## src/rtl/keyboard_addr_if.sv

```systemverilog
// ============================================================================
// keyboard_addr_if
// Bundles the key strobes, the current flash address and the controller
// outputs (state, idle, next address) between the keyboard decoder, the
// playback address controller and the flash-read address register.
// Revision: 1.0 - initial release
// ============================================================================
`default_nettype none

interface keyboard_addr_if #(
  parameter int ADDR_W = 32
);
  logic [ADDR_W-1:0] currentaddr;
  logic              D;
  logic              E;
  logic              B;
  logic              F;
  logic              R;
  logic [1:0]        state;
  logic              idle;
  logic [ADDR_W-1:0] nextaddr;

  // Keyboard decoder / address register side
  modport master (
    output currentaddr, D, E, B, F, R,
    input  state, idle, nextaddr
  );

  // Playback address controller side
  modport slave (
    input  currentaddr, D, E, B, F, R,
    output state, idle, nextaddr
  );
endinterface

`default_nettype wire

```

## src/rtl/keyboard_addr.sv

```systemverilog
// ============================================================================
// keyboard_addr
// Keyboard-driven playback address controller. Holds a run/direction state
// set by stop/start/backward/forward key levels and computes the next sample
// address (hold, increment, decrement, wrap or restart) from the current one.
// Revision: 1.0 - initial release
// ============================================================================
`default_nettype none

module keyboard_addr #(
  parameter int                ADDR_W   = 32,
  parameter logic [ADDR_W-1:0] MAX_ADDR = ADDR_W'(32'h0007_FFFF)
) (
  input  wire              clk,
  input  wire              reset_n,
  keyboard_addr_if.slave   bus
);

  // state[1] = run, state[0] = direction (1 = backward)
  typedef enum logic [1:0] {
    IDLE_FW = 2'b00,
    IDLE_BW = 2'b01,
    FW      = 2'b10,
    BW      = 2'b11
  } state_t;

  localparam logic [ADDR_W-1:0] C_ZERO = '0;
  localparam logic [ADDR_W-1:0] C_ONE  = ADDR_W'(1);

  state_t            state_q;
  state_t            state_d;
  logic              idle_q;
  logic              run_d;
  logic              dir_d;
  logic [ADDR_W-1:0] w_nextaddr;

  // Run and direction bits update independently; stop beats start,
  // and simultaneous backward+forward leaves direction unchanged.
  always_comb begin
    run_d = state_q[1];
    dir_d = state_q[0];
    if (bus.D) begin
      run_d = 1'b0;
    end else if (bus.E) begin
      run_d = 1'b1;
    end
    if (bus.B && !bus.F) begin
      dir_d = 1'b1;
    end else if (bus.F && !bus.B) begin
      dir_d = 1'b0;
    end
    state_d = state_t'({run_d, dir_d});
  end

  // State register with registered idle flag derived from the next run bit
  always_ff @(posedge clk or negedge reset_n) begin
    if (!reset_n) begin
      state_q <= IDLE_FW;
      idle_q  <= 1'b1;
    end else begin
      state_q <= state_d;
      idle_q  <= ~run_d;
    end
  end

  // Next address: restart wins, idle holds, run steps with wrap in [0, MAX_ADDR]
  always_comb begin
    w_nextaddr = bus.currentaddr;
    if (!reset_n) begin
      // While held in reset the address register just keeps its position.
      w_nextaddr = bus.currentaddr;
    end else if (bus.R) begin
      // Restart uses the registered direction, not pending B/F keys.
      w_nextaddr = state_q[0] ? MAX_ADDR : C_ZERO;
    end else begin
      case (state_q)
        FW: begin
          if (bus.currentaddr >= MAX_ADDR) begin
            w_nextaddr = C_ZERO;
          end else begin
            w_nextaddr = bus.currentaddr + C_ONE;
          end
        end
        BW: begin
          if ((bus.currentaddr == C_ZERO) || (bus.currentaddr > MAX_ADDR)) begin
            w_nextaddr = MAX_ADDR;
          end else begin
            w_nextaddr = bus.currentaddr - C_ONE;
          end
        end
        default: w_nextaddr = bus.currentaddr;
      endcase
    end
  end

  assign bus.state    = state_q;
  assign bus.idle     = idle_q;
  assign bus.nextaddr = w_nextaddr;

endmodule

`default_nettype wire

```

## src/flat_wrapper.sv

```systemverilog
// flat-port wrapper written by rule: the top's interface ports become plain ports
module keyboard_addr_flat 
#(
  parameter int                ADDR_W   = 32,
  parameter logic [ADDR_W-1:0] MAX_ADDR = ADDR_W'(32'h0007_FFFF)
)
  (clk, reset_n, bus_currentaddr, bus_D, bus_E, bus_B, bus_F, bus_R, bus_state, bus_idle, bus_nextaddr);
  keyboard_addr_if #(.ADDR_W(ADDR_W)) bus_i ();
  input  wire clk;
  input  wire reset_n;
  input wire logic [$bits(bus_i.currentaddr)-1:0] bus_currentaddr;
  input wire logic [$bits(bus_i.D)-1:0] bus_D;
  input wire logic [$bits(bus_i.E)-1:0] bus_E;
  input wire logic [$bits(bus_i.B)-1:0] bus_B;
  input wire logic [$bits(bus_i.F)-1:0] bus_F;
  input wire logic [$bits(bus_i.R)-1:0] bus_R;
  output wire logic [$bits(bus_i.state)-1:0] bus_state;
  output wire logic [$bits(bus_i.idle)-1:0] bus_idle;
  output wire logic [$bits(bus_i.nextaddr)-1:0] bus_nextaddr;
  assign bus_i.currentaddr = bus_currentaddr;
  assign bus_i.D = bus_D;
  assign bus_i.E = bus_E;
  assign bus_i.B = bus_B;
  assign bus_i.F = bus_F;
  assign bus_i.R = bus_R;
  assign bus_state = bus_i.state;
  assign bus_idle = bus_i.idle;
  assign bus_nextaddr = bus_i.nextaddr;
  keyboard_addr #(.ADDR_W(ADDR_W), .MAX_ADDR(MAX_ADDR)) u_core (.clk(clk), .reset_n(reset_n), .bus(bus_i));
endmodule
```

## config.mk

```make
export PLATFORM = sky130hd
export DESIGN_NAME = keyboard_addr_flat
export DESIGN_NICKNAME = d
export VERILOG_FILES = /design/src/rtl/keyboard_addr_if.sv /design/src/rtl/keyboard_addr.sv /design/src/flat_wrapper.sv
export SDC_FILE = /design/constraint.sdc
export NUM_CORES = 1
export LEC_CHECK = 0
export ABC_CLOCK_PERIOD_IN_PS = 3950
export CORE_UTILIZATION = 40
export DETAILED_ROUTE_END_ITERATION = 10
export PLACE_DENSITY = 0.79
export RECOVER_POWER = 100
export SLEW_MARGIN = 20
export SYNTH_ARGS = -nofsm -noshare
export SYNTH_HDL_FRONTEND = slang
export SYNTH_SLANG_ARGS = --single-unit
```

## constraint.sdc

```tcl
create_clock -name clk -period 3.95 [get_ports clk]
set_input_delay 0.9875 -clock clk [delete_from_list [all_inputs] [get_ports clk]]
set_output_delay 0.9875 -clock clk [all_outputs]
set_load 0.02 [all_outputs]
```

## Yosys cells after proc, flatten, opt, wreduce, memory -nomap -nowiden

Index checks and enable logic that the tools add are counted.

| operators by class | value |
|---|---|
| add/subtract/negate cells | 2 |
| multipliers | 0 |
| divide/modulo/power cells | 0 |
| magnitude comparators | 2 |
| equality and inequality tests | 2 |
| shifts and indexed selects | 0 |
| multiplexer cells | 10 |
| bitwise operators | 1 |
| reduce and logical (&&, ||, !) cells | 7 |

Operator list:

| kind | count |
|---|---|
| $mux 32 | 4 |
| $pmux 32 s2 | 1 |
| $add 32x1->32 const B | 1 |
| $ge 32x19->1 const B | 1 |
| $gt 32x19->1 const B | 1 |
| $logic_not 32->1 | 1 |
| $sub 32x1->32 const B | 1 |
| $mux 19 | 1 |
| $eq 2x2->1 const B | 2 |
| $mux 1 | 4 |
| $logic_and 1x1->1 | 2 |
| $logic_not 1->1 | 2 |
| $reduce_bool 2->1 | 1 |
| $logic_or 1x1->1 | 1 |
| $not 1->1 | 1 |

| word-level totals | value |
|---|---|
| register bits after elaboration | 3 |
| latch bits | 0 |
| RAM bits | 0 |
| memory bits (read-only) | 0 |
| bits of input ports | 39 |
| output and inout bits | 35 |
| logic and storage cells | 27 |
| memories | 0 |

## Longest topological paths before layout

| logic depth | value |
|---|---|
| word-level depth | 6 |
| depth in mapped cells | 9 |
| gate-level depth less buffers | 8 |

## Worst setup path before layout

No wires, ideal clock.

| timing | value |
|---|---|
| path type | input port to output port |
| start point | input port bus_currentaddr[11] |
| end point | output port bus_nextaddr[12] |
| data arrival time | 3.321 ns |
| required time | 2.963 ns |
| setup slack | -0.358 ns |
| stages on the path | 8 |
| buffers on the path | 3 |
| cell sequence | buf_6 -> or4_1 -> buf_2 -> or3_4 -> o31ai_4 -> buf_6 -> a21oi_1 -> o32ai_1 |

| on the way | value |
|---|---|
| word-level cells in the longest chain between the ends | 6 |
| elaborated cells between the ends (all ways) | 11 |

Ends and longest elaborated chain:

| item | RTL line | source |
|---|---|---|
| start, declared | flat_wrapper.sv:11 | `input wire logic [$bits(bus_i.currentaddr)-1:0] bus_currentaddr;` |
| $gt 32x19->1 or $logic_not 32->1 (tied branches) | keyboard_addr.sv:85 | `if ((bus.currentaddr == C_ZERO) \|\| (bus.currentaddr > MAX_ADDR)) begin` |
| $logic_or 1x1->1 | keyboard_addr.sv:85 |  |
| $mux 32 | keyboard_addr.sv:85 |  |
| $pmux 32 s2 (*) | keyboard_addr.sv:76 | `case (state_q)` |
| $mux 32 (*) | keyboard_addr.sv:72 | `end else if (bus.R) begin` |
| $mux 32 (*) | keyboard_addr.sv:69 | `if (!reset_n) begin` |
| end, declared | flat_wrapper.sv:19 | `output wire logic [$bits(bus_i.nextaddr)-1:0] bus_nextaddr;` |

Mark *: on every way between the ends. The rest lies on a longest branch, timed or not.

## Worst setup path in the final report

| timing | value |
|---|---|
| start point | input port bus_currentaddr[9] |
| end point | output port bus_nextaddr[26] |

Same word-level chain as after synthesis.

==> metrics.txt <==
fin worst setup slack=-0.356 ns; required time of the critical path=2.96 ns; global routing usage summed across all routing layers=42.8%; starting utilization of the core area=42.9%; Worst Hold Launch=u_core.bus.state[1]; growth of design area from synthesis to finish=108%; DRT Wirelength=12800 µm; GRT overflow=0; Tcrit/Tclk final=109%; CP most frequent cell=sky130_fd_sc_hd__buf_6; outcome=complete, but fails checks; number of antenna violations at the first check in global routing=0; vias in the first global route=3453; Post-route DRC=2; share of the core filled with cells in the final layout=89.3%; number of enable flip-flop cells after synthesis=0; synth unique cells=64; post-synth top area cell=sky130_fd_sc_hd__o21ai_0; minimum clock period=4.31 ns; Clock Tree Root=sky130_fd_sc_hd__clkbuf_8; VDD IR max=0.000222 V; detailed placer's ending HPWL=6930 µm; Crit. End Element=output pin; number of vias after detailed routing=3873; biggest cell delay along the critical path=0.53 ns; Detail Route Antenna Nets=0; Top FF cell, synth=sky130_fd_sc_hd__dfrtp_1; leading post-synthesis cells by cell area=sky130_fd_sc_hd__o21ai_0 6.5%, sky130_fd_sc_hd__a21oi_1 6.3%, sky130_fd_sc_hd__nor2_1 5.7%; max cap viols=0; buffers and inverters on the worst path=6; clock-pin slew on the worst setup and hold paths=0.03 ns; measured slew at the worst slew-check pin=0.540 ns; total standard cell area after synthesis=1920 µm²; register area share after synthesis=3.97%; net total in the final layout=531; max-slew violation count=0; hold violation count in the final report=0; weighted congestion reported at the end of routability-driven placement=1.02; maximum number of pins on one net before global-route repair=26; DR vias/cell=7.19; total instance count after detailed placement=506; number of clock sinks=3; area share of the largest cell type after synthesis=6.51%; Net Count, Synth=356; worst slew margin relative to its limit=64.0%; launching element type of the critical path=input pin; 1st-iter DRT viols=727; input/output buffers=73; # diodes=0; violated checks=DRC, setup timing; mean cell area of the mapped netlist=6.14 µm²; slowest cell on the critical path=sky130_fd_sc_hd__or4_4; cell leakage power=1.81 nW; Total Die Area=5080 µm²; highest attainable clock frequency=0.232 GHz; power density cells=137 nW/µm²; Synthesis Warnings=0; FP Rows=24; Crit Path Max Fanout=5; Synth Register Bits=3; Floorplan Core Area=4470 µm²; proportion of layout cells with a drive suffix above 1=53.0%; skew final=0.000927 ns; type of the worst min-delay path=reg2reg; die width=71.3 µm; worst setup path start=bus_currentaddr[9]; Syn Inst Count=313; first-pass GRT wire length=17100 µm; FF-to-FF Start=u_core.bus.state[1]; Arr. time, crit path=3.32 ns; TritonCTS clock tree=built; number of buffers on the longest clock path=2; cell family contributing the most delay on the critical path=simple AND/OR/NAND/NOR gates; IO Count=74; Synth async-reset ratio=100%; vertical extent of the die=71.3 µm; overall power=0.549 mW; count of non-filler cells in the finished layout=539; latest clock arrival within the worst-skew pair=0.22 ns; total negative slack=-5.89 ns; final-report setup violation count=32; CTS H-tree lvls=1; first-pass detailed-route iteration total=11; critical path type=in2out; Inserted Clock Buffers=3; critical path cell sequence=buf_6, or4_4, or3_4, buf_6, o31ai_4, buf_6, nor3_4, buf_6, buf_6, o21a_4, buf_6; unrepaired setup endpoints after global routing=yes; wire length per cell=23.8 µm
-- metal layers --
| metal | wire length [µm] | global-route usage, % | vias to the layer above | part of all wire (%) |
|---|---|---|---|---|
| met3 | 1620 | 8.86 | 153 | 13 |
| li1 | - | - | 1536 | - |
| met1 | 4270 | 52.0 | 1734 | 33 |
| met5 | 0 | 0 | - | 0 |
| met2 | 5880 | 70.7 | 450 | 46 |
| met4 | 1080 | 23.8 | 0 | 8.4 |
-- worst min-delay path: cells and delay by family (launching register included) --
| family | cells | cell delay, ns |
|---|---|---|
| flip-flops | 1 | 0.37 |
| AND/OR/NAND/NOR | 2 | 0.24 |
| buffers and inverters | 1 | 0.24 |
-- power by group --
group | total (mW) | switching [mW] | internal [mW]
clock | 0.0928 | 0.0236 | 0.0692
sequential | 0.0408 | 0.00677 | 0.0340
combinational | 0.415 | 0.226 | 0.189
total | 0.549 | 0.257 | 0.292
-- synthesized netlist by cell type, types with 2 or more instances --
cell type / number
sky130_fd_sc_hd__nand3_1: 20
sky130_fd_sc_hd__nand2b_1: 2
sky130_fd_sc_hd__o21ai_1: 2
sky130_fd_sc_hd__o22ai_1: 2
sky130_fd_sc_hd__o21ai_0: 25
sky130_fd_sc_hd__a31oi_1: 2
sky130_fd_sc_hd__o221ai_1: 5
sky130_fd_sc_hd__o211ai_1: 3
sky130_fd_sc_hd__nor2b_1: 3
sky130_fd_sc_hd__buf_2: 8
sky130_fd_sc_hd__a222oi_1: 3
sky130_fd_sc_hd__and2_1: 3
sky130_fd_sc_hd__dfrtp_1: 2
sky130_fd_sc_hd__or3_1: 5
sky130_fd_sc_hd__nor4_1: 8
sky130_fd_sc_hd__nand3b_1: 4
sky130_fd_sc_hd__buf_6: 2
sky130_fd_sc_hd__o21a_1: 10
sky130_fd_sc_hd__ha_1: 4
sky130_fd_sc_hd__nor3_1: 16
sky130_fd_sc_hd__nor2_1: 29
sky130_fd_sc_hd__nor3b_1: 2
sky130_fd_sc_hd__o311ai_0: 2
sky130_fd_sc_hd__a221oi_1: 2
sky130_fd_sc_hd__nand4_1: 13
sky130_fd_sc_hd__nand2_1: 27
sky130_fd_sc_hd__clkbuf_1: 21
sky130_fd_sc_hd__a21oi_1: 24
sky130_fd_sc_hd__a21o_1: 6
sky130_fd_sc_hd__mux2_2: 4
sky130_fd_sc_hd__and3_1: 5
sky130_fd_sc_hd__xnor2_1: 6
sky130_fd_sc_hd__xor2_1: 2
sky130_fd_sc_hd__or2_2: 3
sky130_fd_sc_hd__inv_1: 9
-- stage by stage --
stage	hold WS [ns]	setup WS, ns	cell area, µm²
final	0.886	-0.356	4000
after global routing	0.929	-0.452	4000
after CTS	0.874	-0.302	3670
after detailed placement	0.838	-0.978	3370
after global placement	0.836	-0.912	3370
after floorplan	0.692	-0.0948	1980
-- final timing paths --
path	end	cells after the start	slack (ns)
worst max-delay path	bus_nextaddr[26]	11	-0.36
worst max register to register	u_core.bus.state[1]	4	2.81
min in group asynchronous	u_core.bus.state[1]	2	1.38
worst min-delay path	u_core.bus.idle	3	0.89
worst min register to register	u_core.bus.idle	3	0.89
max in group asynchronous	u_core.bus.idle	2	2.31
-- area by class of cell --
type	count	area [µm²]
multi-input combinational	269	2070
timing repair buffer	202	1710
fill	226	477
sequential	3	76.3
tap	52	65.1
clock buffer	4	45.0
inverter	9	33.8
-- cell usage in the layout (no fill, tap or decap), drive strengths merged, types with 6 or more instances in the layout --
cell type,count
dlygate4sd2,10
or3,6
a21o,6
buf,164
o21ai,27
nand4,13
nand2,27
nand3,20
clkbuf,12
xnor2,6
a21oi,24
nor3,17
inv,9
nor2,30
dlymetal6s2s,6
o21a,10
nor4,8
-- flip-flops by register name, summed over array words and instances, names as in the netlist --
| signal | flops |
|---|---|
| u_core.bus.idle | 1 |
| u_core.bus.state | 2 |
-- repair_timing --
action / CTS / global route
setup buffers: 17 / 12
cloned: 0 / 0
hold buffers: 0 / 0
pin swaps: 22 / 29
setup endpoints to repair: 32 / 32
resized for setup: 259 / 76
-- logic make-up (layout without fill, tap and decap cells) --
| family | count (synthesis) | after routing | share of synthesized area, % |
|---|---|---|---|
| simple gates | 150 | 150 | 41.6 |
| compound gates | 103 | 103 | 36.4 |
| buf+inv | 41 | 215 | 9.51 |
| xor+xnor | 8 | 8 | 3.65 |
| fa+ha+maj | 4 | 4 | 2.61 |
| mux | 4 | 4 | 2.35 |
| flops | 3 | 3 | 3.97 |
Note: power is estimated with default switching activity, not from simulation.
